File: src/rtl/display_scanner.sv
// display_scanner: time-multiplexed driver for an 8-digit seven-segment display.
// New values are double-buffered and only committed on a frame wrap (sel 7->0),
// so a frame is always drawn from one consistent snapshot. seg/dp/blank are
// registered together with sel so the cathodes always match the selected digit.
module display_scanner #(
    parameter int REFRESH_DIV = 100000
) (
    input  logic        clk,
    input  logic        rst_n,
    input  logic        load,
    input  logic [31:0] data_in,
    input  logic [7:0]  dp_in,
    input  logic [7:0]  digit_en,
    input  logic        lz_en,
    output logic [2:0]  sel,
    output logic [6:0]  seg,
    output logic        dp,
    output logic        blank,
    output logic        frame_start
);

    localparam int            CW       = (REFRESH_DIV > 2) ? $clog2(REFRESH_DIV) : 1;
    localparam logic [CW-1:0] LAST_CNT = CW'(REFRESH_DIV - 1);
    localparam logic [6:0]    SEG_OFF  = 7'h7F;

    // Hex nibble to active-low {g,f,e,d,c,b,a} cathode pattern.
    function automatic logic [6:0] hex_to_seg(input logic [3:0] nib);
        logic [6:0] s;
        case (nib)
            4'h0:    s = 7'h40;
            4'h1:    s = 7'h79;
            4'h2:    s = 7'h24;
            4'h3:    s = 7'h30;
            4'h4:    s = 7'h19;
            4'h5:    s = 7'h12;
            4'h6:    s = 7'h02;
            4'h7:    s = 7'h78;
            4'h8:    s = 7'h00;
            4'h9:    s = 7'h10;
            4'hA:    s = 7'h08;
            4'hB:    s = 7'h03;
            4'hC:    s = 7'h46;
            4'hD:    s = 7'h21;
            4'hE:    s = 7'h06;
            default: s = 7'h0E;
        endcase
        return s;
    endfunction

    // Prescaler and scan position
    logic [CW-1:0] count_reg;
    logic [CW-1:0] count_next;
    logic          tick;
    logic [2:0]    sel_reg;
    logic [2:0]    sel_next;
    logic          frame_wrap;

    // Pending (loaded) and active (displayed) buffers
    logic [31:0] pending_data_reg;
    logic [7:0]  pending_dp_reg;
    logic [7:0]  pending_en_reg;
    logic        pending_valid_reg;
    logic [31:0] active_data_reg;
    logic [7:0]  active_dp_reg;
    logic [7:0]  active_en_reg;
    logic        commit;
    logic [31:0] active_data_next;
    logic [7:0]  active_dp_next;
    logic [7:0]  active_en_next;

    // Registered cathode outputs
    logic [6:0] seg_reg;
    logic [6:0] seg_next;
    logic       dp_reg;
    logic       dp_next;
    logic       blank_reg;
    logic       blank_next;
    logic       frame_start_reg;

    // Per-digit decode of the buffer contents that will be active after this edge
    logic [6:0] digit_seg [8];
    logic [7:0] digit_blank;
    logic [7:0] digit_lz;

    assign tick       = (count_reg == LAST_CNT);
    assign count_next = tick ? '0 : count_reg + 1'b1;
    assign sel_next   = tick ? sel_reg + 3'd1 : sel_reg;
    assign frame_wrap = tick && (sel_reg == 3'd7);
    assign commit     = frame_wrap && pending_valid_reg;

    // The outputs for the new digit are computed from the post-commit buffer,
    // so the first digit of a frame already shows the freshly committed value.
    assign active_data_next = commit ? pending_data_reg : active_data_reg;
    assign active_dp_next   = commit ? pending_dp_reg   : active_dp_reg;
    assign active_en_next   = commit ? pending_en_reg   : active_en_reg;

    generate
        for (genvar gi = 0; gi < 8; gi++) begin : g_digit
            assign digit_seg[gi] = hex_to_seg(active_data_next[4*gi +: 4]);

            // Digit 0 is never zero-suppressed so a value of zero still shows "0".
            if (gi == 0) begin : g_no_lz
                assign digit_lz[gi] = 1'b0;
            end else begin : g_lz
                assign digit_lz[gi] = lz_en && (active_data_next[31:4*gi] == '0);
            end

            assign digit_blank[gi] = ~active_en_next[gi] | digit_lz[gi];
        end
    endgenerate

    // Select the cathode pattern for the digit that sel is about to show.
    always_comb begin
        seg_next   = SEG_OFF;
        dp_next    = 1'b1;
        blank_next = 1'b1;
        if (!digit_blank[sel_next]) begin
            seg_next   = digit_seg[sel_next];
            dp_next    = ~active_dp_next[sel_next];
            blank_next = 1'b0;
        end
    end

    // Free-running prescaler; load never disturbs it.
    always_ff @(posedge clk or negedge rst_n) begin
        if (!rst_n) begin
            count_reg <= '0;
        end else begin
            count_reg <= count_next;
        end
    end

    // Scan position, frame pulse and cathodes all step together on tick.
    always_ff @(posedge clk or negedge rst_n) begin
        if (!rst_n) begin
            sel_reg         <= 3'd0;
            seg_reg         <= SEG_OFF;
            dp_reg          <= 1'b1;
            blank_reg       <= 1'b1;
            frame_start_reg <= 1'b0;
        end else begin
            frame_start_reg <= frame_wrap;
            if (tick) begin
                sel_reg   <= sel_next;
                seg_reg   <= seg_next;
                dp_reg    <= dp_next;
                blank_reg <= blank_next;
            end
        end
    end

    // Double buffer: load fills pending; a frame wrap moves pending to active.
    // A load on the commit edge lands in pending after the old value moves.
    always_ff @(posedge clk or negedge rst_n) begin
        if (!rst_n) begin
            pending_data_reg  <= '0;
            pending_dp_reg    <= '0;
            pending_en_reg    <= '0;
            pending_valid_reg <= 1'b0;
            active_data_reg   <= '0;
            active_dp_reg     <= '0;
            active_en_reg     <= '0;
        end else begin
            active_data_reg <= active_data_next;
            active_dp_reg   <= active_dp_next;
            active_en_reg   <= active_en_next;
            if (load) begin
                pending_data_reg  <= data_in;
                pending_dp_reg    <= dp_in;
                pending_en_reg    <= digit_en;
                pending_valid_reg <= 1'b1;
            end else if (commit) begin
                pending_valid_reg <= 1'b0;
            end
        end
    end

    assign sel         = sel_reg;
    assign seg         = seg_reg;
    assign dp          = dp_reg;
    assign blank       = blank_reg;
    assign frame_start = frame_start_reg;

endmodule

File: config.mk
export PLATFORM = sky130hd
export DESIGN_NAME = display_scanner
export DESIGN_NICKNAME = d
export VERILOG_FILES = /design/src/rtl/display_scanner.sv
export SDC_FILE = /design/constraint.sdc
export NUM_CORES = 1
export LEC_CHECK = 0
export CORE_ASPECT_RATIO = 1.25
export CORE_MARGIN = 2
export CORE_UTILIZATION = 54
export CTS_CLUSTER_DIAMETER = 40
export CTS_CLUSTER_SIZE = 10
export DETAILED_ROUTE_END_ITERATION = 12
export PLACE_DENSITY = 0.77
export SLEW_MARGIN = 20
export SYNTH_ARGS = -nofsm -noshare
export SYNTH_HDL_FRONTEND = slang
export SYNTH_SLANG_ARGS = --single-unit
export TNS_END_PERCENT = 1
File: constraint.sdc
create_clock -name clk -period 4.6 [get_ports clk]
set_input_delay 1.15 -clock clk [delete_from_list [all_inputs] [get_ports clk]]
set_output_delay 1.15 -clock clk [all_outputs]
set_load 0.05 [all_outputs]
* Word level (Yosys, flattened, before mapping)
Memories as Yosys holds them, arrays and structs flattened.
Index checks and enable logic that the tools add are counted.
** Storage, ports and cells
- Register bits after elaboration :: 127
- Bits in read-only memories :: 896
- Input bits :: 52
- Output and inout bits :: 13
- Logic and storage cells :: 78
- Memories :: 8
** Operators by class
- Add/subtract/negate cells :: 2
- Magnitude comparators :: 2
- Eq/ne operators :: 2
- Multiplexer cells :: 17
- Bitwise gates (word level) :: 17
- Reduce and logical (&&, ||, !) cells :: 17
** Memory list
- (no name shown) :: depth 16, width 7, read ports 1, clocked after Yosys merged registers in 0, wr ports 0, RTL line 29 : case (nib)
- (no name shown) :: depth 16, width 7, read ports 1, clocked after Yosys merged registers in 0, wr ports 0, RTL line 29
- (no name shown) :: depth 16, width 7, read ports 1, clocked after Yosys merged registers in 0, wr ports 0, RTL line 29
- (no name shown) :: depth 16, width 7, read ports 1, clocked after Yosys merged registers in 0, wr ports 0, RTL line 29
- (no name shown) :: depth 16, width 7, read ports 1, clocked after Yosys merged registers in 0, wr ports 0, RTL line 29
- (no name shown) :: depth 16, width 7, read ports 1, clocked after Yosys merged registers in 0, wr ports 0, RTL line 29
- +2 memories
** Operators with widths (count)
- 32-bit two-way mux :: 1
- 28-bit logical NOT :: 1
- 24-bit logical NOT :: 1
- 7-bit binary-select mux with 3-bit select :: 1
- 7-bit two-way mux :: 3
- 20-bit logical NOT :: 1
- 17-bit by 1-bit adder with 17-bit output (second input constant) :: 1
- 17-bit == test (second input constant) :: 1
- 17-bit two-way mux :: 1
- 16-bit logical NOT :: 1
- 8-bit two-way mux :: 2
- 12-bit logical NOT :: 1
- 1-bit logical AND :: 9
- 1-bit NOT :: 9
- 8-bit logical NOT :: 1
- 1-bit OR :: 7
- 1-bit binary-select mux with 3-bit select :: 2
- 1-bit two-way mux :: 6
- 4-bit >= comparator (second input constant) :: 1
- 4-bit logical NOT :: 1
- 3-bit by 4-bit < comparator with 1-bit output (second input constant) :: 1
- 3-bit NOT with 4-bit output :: 1
- 3-bit by 1-bit adder with 3-bit output (second input constant) :: 1
- 3-bit == test (second input constant) :: 1
- 2 further kinds :: 2

* Depth between registers and ports, before layout
Gate-level depths: netlist of the first run.
- Depth in word-level cells :: 10
- Depth in mapped cells :: 17
- Mapped depth without buffers :: 15

* Worst setup path before layout of the first run
No wires, ideal clock.
- Kind :: reg-to-reg
- Start point :: register count_reg[12]
- End point :: register seg_reg[2], in the netlist seg[2]
- Setup time :: 0.098 ns
- Data arrival time :: 4.200 ns
- Required time :: 4.502 ns
- Slack :: 0.301 ns
- Stages on the path, launching flop included :: 17
- Clock period less this slack :: 4.299 ns
- Cell sequence :: dfrtp_1 -> or4b_4 -> nor4_4 -> nand2_2 -> buf_2 -> buf_2 -> buf_2 -> mux2i_1 -> ha_1 -> and3_1 -> nand3_1 -> o41ai_1 -> mux4_2 -> a222oi_1 -> o211ai_1 -> nor2_2 -> a41oi_1
** Between the ends
- Word-level cells in the longest chain between the ends :: 10
** RTL lines
- start: declaration :: RTL line 51 : logic [CW-1:0] count_reg;
- start signal: assignment :: RTL line 129 : count_reg <= count_next;
- 17-bit == test (*) :: RTL line 85 : assign tick = (count_reg == LAST_CNT);
- branches (longest 9 deep; another with memory read 16 x 7 bit)
- end signal: assignment :: RTL line 145 : seg_reg <= seg_next;
- end: declaration :: RTL line 72 : logic [6:0] seg_reg;
Mark *: on every way between the ends. The select of a mux whose other input is x is not followed.
A chain may end at the register's enable or synchronous reset.

* Worst setup path in the final report of the first run
- Start point :: register count_reg[12]
- End point :: register seg_reg[2], in the netlist seg[2]
** Between the ends
- Word-level cells in the longest chain between the ends :: 10
** RTL lines
- 17-bit == test (*) :: RTL line 85
- 1-bit logical AND (*) :: RTL line 88 : assign frame_wrap = tick && (sel_reg == 3'd7);
- 1-bit logical AND (*) :: RTL line 89 : assign commit = frame_wrap && pending_valid_reg;
- 32-bit two-way mux (*) :: RTL line 93 : assign active_data_next = commit ? pending_data_reg : active_data_reg;
- named net active_data_next[29] :: RTL line 67 : logic [31:0] active_data_next;
- branches (longest 5 deep; another with memory read 16 x 7 bit)
- 7-bit two-way mux (*) :: RTL line 117 : if (!digit_blank[sel_next]) begin
Mark *: on every way through the listed nets, which the timed path passes. The select of a mux whose other input is x is not followed.

==> results of run 1 <==
## kinds of logic after synthesis
family	count (synthesis)	synth area share
XOR/XNOR	20	0.0204
adder cells (fa/ha/maj)	44	0.0642
multiplexers	102	0.132
flip-flops	127	0.372
AND/OR/NAND/NOR	298	0.180
AO/OA/AOI/OAI	220	0.183
buffers and inverters	109	0.0488
## layout make-up
| type | instances | area (µm²) |
|---|---|---|
| fill | 1315 | 5460 |
| multi-input combinational | 684 | 4990 |
| sequential | 127 | 3190 |
| timing repair buffer | 90 | 853 |
| clock buffer | 17 | 425 |
| tap | 212 | 265 |
| inverter | 56 | 210 |
| clock inverter | 15 | 181 |
## worst max path at each step
| stage | start | endpoint | slack, ps |
|---|---|---|---|
| after floorplan | count_reg[12] | seg[2] | 300 |
| after global placement | count_reg[12] | seg[2] | 440 |
| after detailed placement | count_reg[12] | seg[2] | 330 |
| after CTS | count_reg[12] | seg[2] | 320 |
| after global routing | count_reg[12] | seg[2] | 90 |
| final | count_reg[12] | seg[2] | 260 |
## per-layer routing
| layer | up-vias | routed length, µm |
|---|---|---|
| met5 | - | 0 |
| met3 | 79 | 1830 |
| met1 | 3761 | 9810 |
| met2 | 421 | 11900 |
| li1 | 3525 | - |
| met4 | 0 | 877 |
## metrics by stage
stage          hold WS [ps]  worst slack (ps)  instance area (µm²)
2_1_floorplan           445               301                 8580
3_3_place_gp            457               441                 9510
3_5_place_dp            462               328                 9510
4_1_cts                 479               323                10100
5_1_grt                 492              86.9                10100
6_report                485               263                10100
## layout by cell type, fill, tap and decap left out, drive strengths merged, types with 14 or more instances in the layout
cell type / count
mux2i: 36
buf: 28
o21ai: 41
clkbuf: 17
clkdlybuf4s50: 62
mux2: 64
a21oi: 37
dfrtp: 118
o211ai: 15
nand3: 30
and2: 14
inv: 61
nor3: 29
nor2: 75
ha: 44
and3: 14
nand2: 55
## power breakdown
part	internal [W]	switching, W	total [W]	leakage (nW)
combinational	0.0000913	0.0000650	0.000156	2.72
clock	0.000858	0.000535	0.00139	0.295
sequential	0.00116	0.0000542	0.00121	1.62
## critical path: cells and delay by family (launching register included)
kind	cells	cell delay, ps
AND/OR/NAND/NOR	6	1780
adder cells (fa/ha/maj)	1	270
buffers and inverters	1	80
AO/OA/AOI/OAI	4	850
flip-flops	1	410
multiplexers	2	840
==> run summary, run 1 <==
- 0 — antenna violation net count after detailed routing
- 0.150 — ratio of cells with drive above 1 in the final layout
- 15600 µm² — core area
- sky130_fd_sc_hd__or4b_4 — cell with the biggest individual delay on the critical path
- 1201 — final cell count without fillers
- 14 — maximum fanout count along the critical path
- 260 ps — setup slack on the worst flop-to-flop path
- 117 µm — horizontal extent of the die
- 1 — Cells on Worst Hold Path
- 51 — # rows
- register to register — type of the worst setup path
- 0 — Yosys warning total
- sky130_fd_sc_hd__dfrtp_1, sky130_fd_sc_hd__nor2_1, sky130_fd_sc_hd__mux2_2 — Synth top cells by count
- count_reg[0] — Hold Path Sink
- 64 — count of buffers from port buffering
- 420 ps — later-pin clock latency in the skew report
- sky130_fd_sc_hd__dfrtp_1, sky130_fd_sc_hd__mux2_2, sky130_fd_sc_hd__ha_1 — cells taking the most area after synthesis
- register — Setup crit start kind
- 231 MHz — highest clock frequency the design can meet
- 4340 ps — min cycle time layout
- sky130_fd_sc_hd__dfrtp_1 — most common cell in the netlist
- 9.33 µm² — mean instance size in the synthesized netlist
- 16900 µm² — die area
- 8580 µm² — cell area after synthesis
- count_reg[0] — beginning of the worst hold path
- 0 — CTS Hold Bufs
- 1072 — final-stage net count
- 1169 — cell count after placement
- 0.372 — share of the yosys chip area belonging to registers
- 0.00276 W — post-route total power
- 0 — post-cts repair resize count
- 60 ps — clock transition at the registers of the reported paths
- 0.0514 — met3 Use GR
- 5.98 ps — Worst Clk Skew
- 0 — post-CTS setup-driven buffer insertion count
- 17 — cts bufs inserted
- 6.48 — average vias per placed instance
- 0 — total grt overflow
- 65 — number of top-level pins
- 0.550 — Max transition margin
- 0 — final-report setup violation count
- register — crit path capture type
- 0 — number of flops mapped to enable cells by yosys
- 920 — Post-Synthesis Cells
- 145 µm — Vert. Die Dim
- no — setup repair after global routing missed its margin
- 20.3 µm — per-cell routed wire length
- 128 — maximum number of pins on one net before global-route repair
- 0 — total of max-cap violations
- 17100 µm — post-detailed-placement half-perimeter wirelength
- 803 — initial DRC count
- sky130_fd_sc_hd__dfrtp_1 — top flip-flop cell by instance count after synthesis
- 0.344 — area share of the leading cell type in the synthesized netlist
- 0.551 — effective utilization at floorplan
- 1016 — synthesized netlist net count
- 675 ps — transition at the pin with the smallest max-transition slack
- met2 — peak-usage layer in the global routing report
- sky130_fd_sc_hd__dfrtp_1 — dominant cell type by area after synthesis
- 6 — first drt pass iteration count
- 0 — Final Max Slew Viols
- register to register — class of the tightest hold or removal check
- 78 — count of distinct cell types in the synthesized netlist
- 4.64 nW — Static Leakage
- 2 — number of buffers on the longest clock path
- 0.482 — met2 usage
- 0 — antenna diode instance count
- 7786 — detailed-route via count
- 17.8% — area growth from synthesis to layout
- 24400 µm — Routed Wire Length
- 4 — H-tree levels
- sky130_fd_sc_hd__clkbuf_16 — Clk Tree Root Cell
- 127 — Yosys reg bits
- or4b_4, nor4_4, nand2_4, mux2_2, inv_1, ha_1, and3_1, nand3_1, o41ai_1, mux4_2, a222oi_1, o211ai_1, nor2_2, a41oi_1 — cells along the critical path
- 0 — final hold viol count
- 273 nW/µm² — areal power density over the cells
- 0.649 — utilization after layout
- 560 ps — CP max stage delay
- 0 — number of antenna violations at the first check in global routing
- 1.00 — fraction of registers with async set or reset after synthesis
- 0 ps — Total Neg Setup Slack
- count_reg[12] — Reg2Reg Launch Point
- 4670 ps — data arrival time of the critical path
- 127 — Num Clock Sinks
- 0.952 — placer's final routability congestion estimate
- 267 µV — maximum vdd ir drop
- 14 — number of cells traversed by the worst register-to-register path
- 0.396 — routing usage on met1
- 0.301 — total global routing track utilization
- 7678 — number of global-route vias before repair
- 40000 µm — wire length of the first global-routing pass
- 4930 ps — critical path data required time
- 0 — post-detailed-route DRC marker count
- completed — status
- 0.943 — final critical-path share of the clock period
- built — CTS tree
- seg[2] — worst reg2reg path endpoint
(Power assumes the default switching activity.)
==> inputs of run 2 (changes only) <==
- CORE_ASPECT_RATIO: 1.25 -> not set
- HOLD_SLACK_MARGIN: not set -> 0.1
==> run summary, run 2 (same netlist as run 1, synthesis figures left out) <==
- 948 ps — transition at the pin with the smallest max-transition slack, +273 ps
- 17 — cts bufs inserted, unchanged
- 0.365 — Max transition margin, -0.185
- register to register — type of the worst setup path
- 0.305 — total global routing track utilization, +0.00446
- 4940 ps — critical path data required time, about the same
- 2 — number of buffers on the longest clock path, unchanged
- sky130_fd_sc_hd__dfrtp_1 — most common library cell in the layout ignoring fill and taps
- 1171 — cell count after placement, +0.17%
- built — CTS tree
- 16900 µm² — die area, about the same
- 127 — Num Clock Sinks, unchanged
- completed — status
- 0 — Final Max Slew Viols, unchanged
- 3190 µm² — sequential standard cell area, unchanged
- 64 — count of buffers from port buffering, unchanged
- 0 — final hold viol count, unchanged
- 84 — maximum number of pins on one net before global-route repair, -34%
- sky130_fd_sc_hd__or4b_4 — cell with the biggest individual delay on the critical path
- 46 — # rows, -9.8%
- 997 — initial DRC count, +24%
- 39600 µm — wire length of the first global-routing pass, -1.1%
- 0.974 — placer's final routability congestion estimate, +2.3%
- 130 µm — horizontal extent of the die, +11%
- 4310 ps — min cycle time layout, -23.8 ps
- 0 — CTS Hold Bufs, unchanged
- register — Setup crit start kind
- 430 ps — later-pin clock latency in the skew report, about the same
- 0.154 — ratio of cells with drive above 1 in the final layout, +0.00428
- 6.43 — average vias per placed instance, -0.83%
- 266 nW/µm² — areal power density over the cells, -2.8%
- simple AND/OR/NAND/NOR gates — delay-heaviest family, CP
- 4 — H-tree levels, unchanged
- 1 — count of buffer and inverter cells on the critical path, unchanged
- 483 ps — worst slack on hold paths, -2.11 ps
- or4b_4, nor4_4, nand2_4, mux2_2, inv_1, ha_1, and3_1, nand3_1, o41ai_1, mux4_2, a222oi_1, o211ai_1, nor2_2, a41oi_1 — cells along the critical path
- 20.6 µm — per-cell routed wire length, +1.4%
- 1280 — final-layout fill cell count, -2.7%
- 14 — maximum fanout count along the critical path, unchanged
- 1210 — final cell count without fillers, +0.75%
- no — setup repair after global routing missed its margin
- 18.0% — area growth from synthesis to layout, about the same
- 232 MHz — highest clock frequency the design can meet, +0.55%
- 0 — total of max-cap violations, unchanged
- 7384 — number of global-route vias before repair, -3.8%
- 0 — post-detailed-route DRC marker count, unchanged
- 0 ps — Total Neg Setup Slack, unchanged
- 9.76 ps — Worst Clk Skew, +3.78 ps
- 270 µV — maximum vdd ir drop, +0.92%
- 130 µm — Vert. Die Dim, -10%
- sky130_fd_sc_hd__clkbuf_16 — Clk Tree Root Cell
- 60 ps — clock transition at the registers of the reported paths, about the same
- sky130_fd_sc_hd__dfrtp_1, sky130_fd_sc_hd__nor2_1, sky130_fd_sc_hd__mux2_2, sky130_fd_sc_hd__clkdlybuf4s50_1, sky130_fd_sc_hd__inv_1 — highest-count cells in the layout ignoring fill and taps
- register — crit path capture type
- 0 — total grt overflow, unchanged
- 65 — number of top-level pins, unchanged
- 8 — first drt pass iteration count, +2
- 0 — number of antenna violations at the first check in global routing, unchanged
- register to register — class of the tightest hold or removal check
- 4650 ps — data arrival time of the critical path, -20 ps
- 0 — antenna diode instance count, unchanged
- 15700 µm² — core area, +0.92%
- 24900 µm — Routed Wire Length, +2.1%
- 1077 — final-stage net count, +0.47%
- 0.938 — final critical-path share of the clock period, -0.00517
- 570 ps — CP max stage delay, about the same
- 4990 µm² — area occupied by multi-input gates, unchanged
- 0 — final-report setup violation count, unchanged
- 17300 µm — post-detailed-placement half-perimeter wirelength, +0.80%
- 0.00269 W — post-route total power, -2.7%
- 4.64 nW — Static Leakage, about the same
- 0.546 — effective utilization at floorplan, -0.00500
- 0 — antenna violation net count after detailed routing, unchanged
- 7779 — detailed-route via count, -0.090%
## run 2: changes by cell type in the layout (fill, tap and decap cells not counted), sizes merged
cell      previous run  this run
buf                 28        33
bufinv               3         1
clkbuf              17        18
clkinvlp             2         4
inv                 61        60
## run 2: final timing paths
check                               from      endpoint  slack [ps]  depth (start not counted)
setup / recovery           count_reg[12]        seg[2]         290                         14
hold / removal              count_reg[0]  count_reg[0]         480                          1
setup reg to reg           count_reg[12]        seg[2]         290                         14
hold reg to reg             count_reg[0]  count_reg[0]         480                          1
max in group asynchronous          rst_n            dp        2990                          2
min in group asynchronous          rst_n  count_reg[0]         720                          1
## run 2: area by class of cell
type | instances | area share
clock buffer | 18 | 0.0434
clock inverter | 14 | 0.0132
inverter | 56 | 0.0208
multi-input combinational | 684 | 0.493
sequential | 127 | 0.315
tap | 216 | 0.0267
timing repair buffer | 95 | 0.0880
## run 2: repair_timing
item,4_1_cts,5_1_grt
buffers inserted,0,7
setup endpoints to repair,0,1
gates resized for setup,0,0
## run 2: worst reg2reg max path: stages, from the launching register on
cell                       delay (ps)
sky130_fd_sc_hd__dfrtp_1          410
sky130_fd_sc_hd__or4b_4           570
sky130_fd_sc_hd__nor4_4           360
sky130_fd_sc_hd__nand2_4          210
sky130_fd_sc_hd__mux2_2           340
sky130_fd_sc_hd__inv_1             70
sky130_fd_sc_hd__ha_1             260
sky130_fd_sc_hd__and3_1           270
sky130_fd_sc_hd__nand3_1          130
sky130_fd_sc_hd__o41ai_1           80
sky130_fd_sc_hd__mux4_2           470
sky130_fd_sc_hd__a222oi_1         360
sky130_fd_sc_hd__o211ai_1         240
sky130_fd_sc_hd__nor2_2           290
sky130_fd_sc_hd__a41oi_1          150
## run 2: layer usage
layer / up-vias / track usage / wire length (µm)
li1: 3530 / - / -
met1: 3755 / 0.413 / 10500
met2: 426 / 0.464 / 11300
met3: 68 / 0.0767 / 2290
met4: 0 / 0.140 / 866
met5: - / 0 / 0
## run 2: per-stage QoR
step	instance area (µm²)	utilization	setup slack, ps
after floorplan	8580	-	301
after global placement	9500	0.604	430
after detailed placement	9500	0.604	311
after CTS	10100	0.641	292
after global routing	10100	0.644	56.7
final	10100	0.644	286
## run 2: where the power goes
group,switching [W],internal [W]
clock,0.000553,0.000765
sequential,0.0000541,0.00116
combinational,0.0000663,0.0000912
total,0.000674,0.00202
==> inputs of run 3 (changes only) <==
- CAP_MARGIN: not set -> 20
- SLEW_MARGIN: 20 -> 5
==> results of run 3 <==
Final layout, timing and power as in run 2 (identical DEF).
